--- src/rtl/alu_operand_stage_if.sv ---
// Decoder-to-stage handshake and stage-to-ALU operand/result bus.
// The stage is the slave; the decoder/ALU side is the master.
interface alu_operand_stage_if #(
    parameter int NREG = 8,
    parameter int W    = 8
);
    localparam int AW = $clog2(NREG);

    logic          InValid;
    logic          InReady;
    logic [2:0]    Op;
    logic [AW-1:0] RdA;
    logic [AW-1:0] RdB;
    logic          UseImm;
    logic [W-1:0]  Imm;
    logic          WrEn;

    logic [W-1:0]  DatA;
    logic [W-1:0]  DatB;
    logic [2:0]    ALUop;
    logic          OutValid;
    logic [W-1:0]  Rslt;
    logic          Zero;
    logic          Par;
    logic          SCo;

    modport master (
        output InValid, Op, RdA, RdB, UseImm, Imm, WrEn, Rslt, Zero, Par, SCo,
        input  InReady, DatA, DatB, ALUop, OutValid
    );

    modport slave (
        input  InValid, Op, RdA, RdB, UseImm, Imm, WrEn, Rslt, Zero, Par, SCo,
        output InReady, DatA, DatB, ALUop, OutValid
    );
endinterface

--- src/rtl/alu_operand_stage.sv ---
// Execute-side operand stage: register file, operand select with ALU-result bypass,
// registered operands to the ALU, and retire of the ALU result into regs/flags.
module alu_operand_stage #(
    parameter int NREG = 8,
    parameter int W    = 8,
    parameter int CW   = 8
) (
    input  logic                     Clk,
    input  logic                     Reset_n,
    alu_operand_stage_if.slave       bus,
    input  logic                     Hold,
    output logic [2:0]               Flags,
    output logic [CW-1:0]            RetireCnt,
    input  logic [$clog2(NREG)-1:0]  DbgAddr,
    output logic [W-1:0]             DbgDat
);
    localparam int AW = $clog2(NREG);

    logic [W-1:0]  regs_q [NREG];
    logic [W-1:0]  regs_d [NREG];
    logic          e_vld_q, e_vld_d;
    logic [2:0]    e_op_q, e_op_d;
    logic [W-1:0]  e_a_q, e_a_d;
    logic [W-1:0]  e_b_q, e_b_d;
    logic [AW-1:0] e_dst_q, e_dst_d;
    logic          e_wr_q, e_wr_d;
    logic [2:0]    flags_q, flags_d;
    logic [CW-1:0] cnt_q, cnt_d;

    logic          byp_a, byp_b;
    logic [W-1:0]  opa, opb;
    logic          advance, retire;

    always_comb begin
        // A result still sitting in E is newer than the register file copy.
        byp_a   = e_vld_q && e_wr_q && (e_dst_q == bus.RdA);
        byp_b   = e_vld_q && e_wr_q && (e_dst_q == bus.RdB);
        opa     = byp_a ? bus.Rslt : regs_q[bus.RdA];
        opb     = bus.UseImm ? bus.Imm : (byp_b ? bus.Rslt : regs_q[bus.RdB]);
        advance = !Hold;
        retire  = advance && e_vld_q;

        regs_d  = regs_q;
        e_vld_d = e_vld_q;
        e_op_d  = e_op_q;
        e_a_d   = e_a_q;
        e_b_d   = e_b_q;
        e_dst_d = e_dst_q;
        e_wr_d  = e_wr_q;
        flags_d = flags_q;
        cnt_d   = cnt_q;

        if (retire) begin
            if (e_wr_q) begin
                regs_d[e_dst_q] = bus.Rslt;
            end
            flags_d = {bus.SCo, bus.Par, bus.Zero};
            cnt_d   = cnt_q + CW'(1);
        end

        if (advance) begin
            e_vld_d = bus.InValid;
            if (bus.InValid) begin
                e_a_d   = opa;
                e_b_d   = opb;
                e_op_d  = bus.Op;
                e_dst_d = bus.RdA;
                e_wr_d  = bus.WrEn;
            end
        end
    end

    always_ff @(posedge Clk or negedge Reset_n) begin
        if (!Reset_n) begin
            regs_q  <= '{default: '0};
            e_vld_q <= 1'b0;
            e_op_q  <= '0;
            e_a_q   <= '0;
            e_b_q   <= '0;
            e_dst_q <= '0;
            e_wr_q  <= 1'b0;
            flags_q <= '0;
            cnt_q   <= '0;
        end else begin
            regs_q  <= regs_d;
            e_vld_q <= e_vld_d;
            e_op_q  <= e_op_d;
            e_a_q   <= e_a_d;
            e_b_q   <= e_b_d;
            e_dst_q <= e_dst_d;
            e_wr_q  <= e_wr_d;
            flags_q <= flags_d;
            cnt_q   <= cnt_d;
        end
    end

    assign bus.InReady  = !Hold;
    assign bus.DatA     = e_a_q;
    assign bus.DatB     = e_b_q;
    assign bus.ALUop    = e_op_q;
    assign bus.OutValid = e_vld_q;
    assign Flags        = flags_q;
    assign RetireCnt    = cnt_q;
    assign DbgDat       = regs_q[DbgAddr];
endmodule

--- src/flat_wrapper.sv ---
// flat-port wrapper written by rule: the top's interface ports become plain ports
module alu_operand_stage_flat 
#(
    parameter int NREG = 8,
    parameter int W    = 8,
    parameter int CW   = 8
)
  (Clk, Reset_n, Hold, Flags, RetireCnt, DbgAddr, DbgDat, bus_InValid, bus_Op, bus_RdA, bus_RdB, bus_UseImm, bus_Imm, bus_WrEn, bus_Rslt, bus_Zero, bus_Par, bus_SCo, bus_InReady, bus_DatA, bus_DatB, bus_ALUop, bus_OutValid);
  alu_operand_stage_if #(.NREG(NREG), .W(W)) bus_i ();
  input  logic Clk;
  input  logic Reset_n;
  input  logic Hold;
  output logic [2:0] Flags;
  output logic [CW-1:0] RetireCnt;
  input  logic [$clog2(NREG)-1:0] DbgAddr;
  output logic [W-1:0] DbgDat;
  input wire logic [$bits(bus_i.InValid)-1:0] bus_InValid;
  input wire logic [$bits(bus_i.Op)-1:0] bus_Op;
  input wire logic [$bits(bus_i.RdA)-1:0] bus_RdA;
  input wire logic [$bits(bus_i.RdB)-1:0] bus_RdB;
  input wire logic [$bits(bus_i.UseImm)-1:0] bus_UseImm;
  input wire logic [$bits(bus_i.Imm)-1:0] bus_Imm;
  input wire logic [$bits(bus_i.WrEn)-1:0] bus_WrEn;
  input wire logic [$bits(bus_i.Rslt)-1:0] bus_Rslt;
  input wire logic [$bits(bus_i.Zero)-1:0] bus_Zero;
  input wire logic [$bits(bus_i.Par)-1:0] bus_Par;
  input wire logic [$bits(bus_i.SCo)-1:0] bus_SCo;
  output wire logic [$bits(bus_i.InReady)-1:0] bus_InReady;
  output wire logic [$bits(bus_i.DatA)-1:0] bus_DatA;
  output wire logic [$bits(bus_i.DatB)-1:0] bus_DatB;
  output wire logic [$bits(bus_i.ALUop)-1:0] bus_ALUop;
  output wire logic [$bits(bus_i.OutValid)-1:0] bus_OutValid;
  assign bus_i.InValid = bus_InValid;
  assign bus_i.Op = bus_Op;
  assign bus_i.RdA = bus_RdA;
  assign bus_i.RdB = bus_RdB;
  assign bus_i.UseImm = bus_UseImm;
  assign bus_i.Imm = bus_Imm;
  assign bus_i.WrEn = bus_WrEn;
  assign bus_i.Rslt = bus_Rslt;
  assign bus_i.Zero = bus_Zero;
  assign bus_i.Par = bus_Par;
  assign bus_i.SCo = bus_SCo;
  assign bus_InReady = bus_i.InReady;
  assign bus_DatA = bus_i.DatA;
  assign bus_DatB = bus_i.DatB;
  assign bus_ALUop = bus_i.ALUop;
  assign bus_OutValid = bus_i.OutValid;
  alu_operand_stage #(.NREG(NREG), .W(W), .CW(CW)) u_core (.Clk(Clk), .Reset_n(Reset_n), .bus(bus_i), .Hold(Hold), .Flags(Flags), .RetireCnt(RetireCnt), .DbgAddr(DbgAddr), .DbgDat(DbgDat));
endmodule
--- config.mk ---
export PLATFORM = sky130hd
export DESIGN_NAME = alu_operand_stage_flat
export DESIGN_NICKNAME = d
export VERILOG_FILES = /design/src/rtl/alu_operand_stage_if.sv /design/src/rtl/alu_operand_stage.sv /design/src/flat_wrapper.sv
export SDC_FILE = /design/constraint.sdc
export NUM_CORES = 1
export LEC_CHECK = 0
export CORE_UTILIZATION = 55
export DETAILED_ROUTE_END_ITERATION = 6
export GPL_TIMING_DRIVEN = 0
export PLACE_DENSITY_LB_ADDON = 0.15
export SYNTH_ARGS = -nofsm -noshare
export SYNTH_HDL_FRONTEND = slang
export SYNTH_SLANG_ARGS = --single-unit
--- constraint.sdc ---
create_clock -name Clk -period 3.4 [get_ports Clk]
set_clock_uncertainty 0.2 [all_clocks]
set_input_delay 0.68 -clock Clk [delete_from_list [all_inputs] [get_ports Clk]]
set_output_delay 0.68 -clock Clk [all_outputs]
set_load 0.01 [all_outputs]
* Word level (Yosys, flattened, before mapping)
Index checks and enable logic that the tools add are counted.
Widths: inputs -> output; s select.
** Operators by class
- Reduce and logical (&&, ||, !) cells :: 8
- $add $sub $neg :: 1
- Order comparisons :: 5
- Equal/unequal tests :: 2
- Bitwise gates (word level) :: 5
- Mux-type cells :: 15
** Operators with widths (count)
- $mux 8 :: 10
- $bmux 8 s3 :: 3
- $bwmux 64 :: 1
- $demux 8 s3 :: 1
- $ge 4x4->1 const B :: 4
- $not 3->4 :: 4
- $add 8x1->8 const B :: 1
- $eq 3x3->1 :: 2
- $logic_and 1x1->1 :: 5
- $lt 4x1->1 const B :: 1
- $reduce_and 2->1 :: 2
- $logic_not 1->1 :: 1
- $not 1->1 :: 1
** Word-level totals
- Output and inout port bits :: 40
- Flip-flop bits (word level) :: 99
- Word-level logic and storage cells :: 52
- Input port bits :: 37

* Logic depth before layout (Yosys ltp)
- Depth after elaboration :: 6
- Mapped depth :: 6
- Depth with buffers taken out :: 4

* Least setup slack after synthesis
OpenSTA, ideal clock, no wires.
- Path kind :: input-to-output
- Start :: input port DbgAddr[0]
- End :: output port DbgDat[0]
- Data arrival time :: 2015 ps
- Cell stages on the path :: 4
- Data required time :: 2520 ps
- Setup slack :: 505 ps
- Path buffers :: 2
- Path through :: buf_2 -> buf_2 -> mux4_2 -> mux2_2
** On the way
- Cells in the longest elaborated chain, start to end :: 4
** RTL lines
- start, declared :: line flat_wrapper.sv:15 : input logic [$clog2(NREG)-1:0] DbgAddr;
- $not 3->4 (not written as such) :: line alu_operand_stage.sv:104 : assign DbgDat = regs_q[DbgAddr];
- $bmux 8 s3 :: line alu_operand_stage.sv:104
- $mux 8 (not written as such) (2 in a row) :: line alu_operand_stage.sv:104
- end, declared :: line flat_wrapper.sv:16 : output logic [W-1:0] DbgDat;
No other way between the ends. The select of a mux whose other input is x is not followed.

* Worst setup path after layout
- Start :: input port DbgAddr[1]
- End :: output port DbgDat[6]
Same word-level chain as after synthesis.

==> impl_metrics.env <==
export IMPL_dieWidth_um=102
export IMPL_crit_start="DbgAddr[1]"
export IMPL_p_comb_share_pct=32.4
export IMPL_timing_fmax_mhz=301
export IMPL_seqPwrFrac_pct=48.0
export IMPL_async_flop_share_pct=100
export IMPL_core_um2=9730
export IMPL_hold_viol_final=0
export IMPL_leakage_nw=2.77
export IMPL_wl_per_cell_um=23.1
export IMPL_antenna_found_initial=0
export IMPL_clk_pin_slew_worst_paths_ns=0.09
export IMPL_wl_mm=13.8
export IMPL_synthTopCellsByCount="dfrtp_1 (99), mux2_2 (76), mux4_2 (48)"
export IMPL_grt_pass1_vias=3648
export IMPL_cts_resized=5
export IMPL_num_vias=3788
export IMPL_vdd_drop_max_mv=0.250
export IMPL_synth_edff_count=0
export IMPL_p_sw_share_pct=30.5
export IMPL_rows=36
export IMPL_period_minus_slack_ns=3.32
export IMPL_grt_util_all_layers_pct=28.5
export IMPL_power_density_nw_per_um2=552
export IMPL_critical_path_top_delay_family="buffers and inverters"
export IMPL_grt_met3_usage_pct=3.45
export IMPL_rsz0062_at_grt="false"
export IMPL_viasPerCell=6.31
export IMPL_clockBufferDepth=2
export IMPL_numCtsBuffers=9
export IMPL_syn_avg_cell_area_um2=14.2
export IMPL_die_h_um=102
export IMPL_clock_sinks=99
export IMPL_crit_arrival_ns=2.44
export IMPL_worstMarginPinSlew_ns=1.35
export IMPL_switchingPower_w=0.00109
export IMPL_drv_slew=0
export IMPL_drive_gt1_share_pct=35.3
export IMPL_status="finished, final reports clean"
export IMPL_grt_busiest_layer="met2"
export IMPL_hp_class="in -> async"
export IMPL_ys_flop_type="dfrtp_1"
export IMPL_grt_max_degree=53
export IMPL_p_int_w=0.00249
export IMPL_yosysSeqAreaShare_pct=45.3
export IMPL_syn_area_um2=5470
export IMPL_start_kind="primary input"
export IMPL_slowest_delay_ns=0.48
export IMPL_crit_chain="buf_2, clkbuf_2, mux4_2, mux2_2, clkdlybuf4s50_1"
export IMPL_power_w=0.00358
export IMPL_grt_pass1_wl_mm=21.1
export IMPL_cap_viol_max_count=0
export IMPL_endpoint_kind="output pin"
export IMPL_slew_headroom_pct=9.30
export IMPL_slowest_stage="clkdlybuf4s50_1"
export IMPL_worstPathMaxFanout=10
export IMPL_postRouteAntennaNets=0
export IMPL_cp_depth=5
export IMPL_tritoncts="built"
export IMPL_setup_tns_ns=0
export IMPL_syn2layout_area_growth_pct=18.6
export IMPL_clkLatencyLatePin_ns=0.37
export IMPL_synth_fp_nets=424
export IMPL_dp_hpwl_mm=9.45
export IMPL_synth_top_area_share_pct=45.3
export IMPL_r2r_start="u_core.bus.OutValid$_DFFE_PN0N_"
export IMPL_reg2reg_depth=3
export IMPL_ys_types=38
export IMPL_yosysMostFrequentCell="dfrtp_1"
export IMPL_nets=500
export IMPL_port_buffers=64
export IMPL_initial_utilization_pct=56.3
export IMPL_drc=0
export IMPL_yosysWarnings=0
export IMPL_syn_inst=386
export IMPL_grt_use_met1_pct=40.4
export IMPL_drt_iter0_drc=317
export IMPL_crit_required_ns=2.52
export IMPL_finalSetupViolCount=0
export IMPL_pwr_share_clk_pct=19.6
export IMPL_path_class="in -> out"
export IMPL_gp_congestion=0.830
export IMPL_grt_use_met2_pct=46.3
export IMPL_cts_setup_buffers=0
export IMPL_yosys_area_top_type="dfrtp_1"
export IMPL_ys_ff_latch=99
export IMPL_ctsHoldBuffers=0
export IMPL_ctsHtreeMaxLevel=3
export IMPL_fin_crit_sh_pct=97.7
export IMPL_clock_root_buffer="clkbuf_8"
export IMPL_n_antenna_cell=0
export IMPL_dr_pass1_iters=5
export IMPL_synthTopCellsByArea="dfrtp_1 (45%), mux4_2 (20%), mux2_2 (16%), mux2i_1 (2.4%), nand2_1 (2.3%)"
export IMPL_die_area_um2=10400
export IMPL_pin_count=77
export IMPL_grt_overflow=0
export IMPL_crit_buf_inv=3
-- area by class of cell --
type	instances	area [µm²]
Buffer	29	153
Clock buffer	13	149
Clock inverter	3	23.8
Fill cell	732	3240
Inverter	9	33.8
Multi-Input combinational cell	249	2820
Sequential cell	99	2480
Tap cell	133	166
Timing Repair Buffer	65	666
-- cells by family after synthesis --
family / count (synthesis) / share of synthesized area (%)
buffers and inverters: 38 / 3.20
adder cells (fa/ha/maj): 1 / 0.229
multiplexers: 137 / 37.8
AO/OA/AOI/OAI: 28 / 3.98
XOR/XNOR: 13 / 2.08
flip-flops: 99 / 45.3
AND/OR/NAND/NOR: 70 / 7.50
-- sequential cells by signal, indices dropped and copies added, names as in the netlist --
signal               flops
u_core.bus.DatB          8
u_core.bus.ALUop         3
u_core.regs_q           64
u_core.bus.OutValid      1
u_core.e_dst_q           3
u_core.bus.DatA          8
u_core.RetireCnt         8
u_core.Flags             3
u_core.e_wr_q            1
-- power by group through the flow --
stage	Clock (W)	Combinational, W	Sequential, W
after global routing	0.000752	0.00124	0.00176
after floorplan	0	0.000711	0.00169
after detailed placement	0	0.00116	0.00174
final	0.000701	0.00116	0.00172
after global placement	0	0.00113	0.00171
after CTS	0.000713	0.00117	0.00171
-- path summary, 6_finish.rpt --
kind                            slack [ns]                         endpoint
worst max-delay path                  0.08                        DbgDat[6]
max in group asynchronous             2.21   u_core.bus.DatA[1]$_DFFE_PN0P_
worst min-delay path                  0.11  u_core.RetireCnt[5]$_DFFE_PN0N_
min in group Clk                      0.27  u_core.RetireCnt[7]$_DFFE_PN0N_
worst min register to register        0.27  u_core.RetireCnt[7]$_DFFE_PN0N_
worst max register to register        0.92    u_core.regs_q[12]$_DFFE_PN0P_
-- metrics by stage --
stage	utilization, %	cells	area (µm²)	setup slack (ns)	hold slack [ns]
2_1_floorplan	-	386	5470	0.505	0.184
3_3_place_gp	64.6	583	6280	-2.09	0.257
3_5_place_dp	64.8	584	6310	-0.488	0.262
4_1_cts	66.7	600	6490	0.0609	0.137
5_1_grt	66.7	600	6490	0.0442	0.166
6_report	66.7	600	6490	0.0796	0.113
-- routing by layer --
metal / up-vias / part of all wire (%)
met5: - / 0
met4: 0 / 2.0
met3: 24 / 7.2
met2: 171 / 48
met1: 1968 / 43
li1: 1625 / -
-- cells in the final DEF, fill, tap and decap left out, types with 2 or more instances in the layout --
master | synthesis | layout
buf_6 | 1 | 2
mux2i_1 | 13 | 13
and4_1 | 2 | 2
a211oi_1 | 3 | 3
o22ai_1 | 3 | 3
mux2_2 | 76 | 76
o21ai_0 | 8 | 8
nor2b_1 | 5 | 5
mux4_2 | 48 | 48
clkbuf_1 | 9 | 11
clkbuf_8 | 0 | 10
xnor2_1 | 4 | 4
nand3_1 | 2 | 2
nand2_1 | 34 | 34
dfrtp_1 | 99 | 99
nand3b_1 | 10 | 10
o221ai_1 | 5 | 5
xor2_1 | 9 | 9
buf_4 | 3 | 5
buf_2 | 11 | 10
nor2_1 | 4 | 4
inv_1 | 9 | 9
a221oi_1 | 7 | 7
clkinvlp_4 | 0 | 2
clkdlybuf4s50_1 | 0 | 63
buf_1 | 5 | 4
nor3b_2 | 2 | 2
Note: power is estimated with default switching activity, not from simulation.
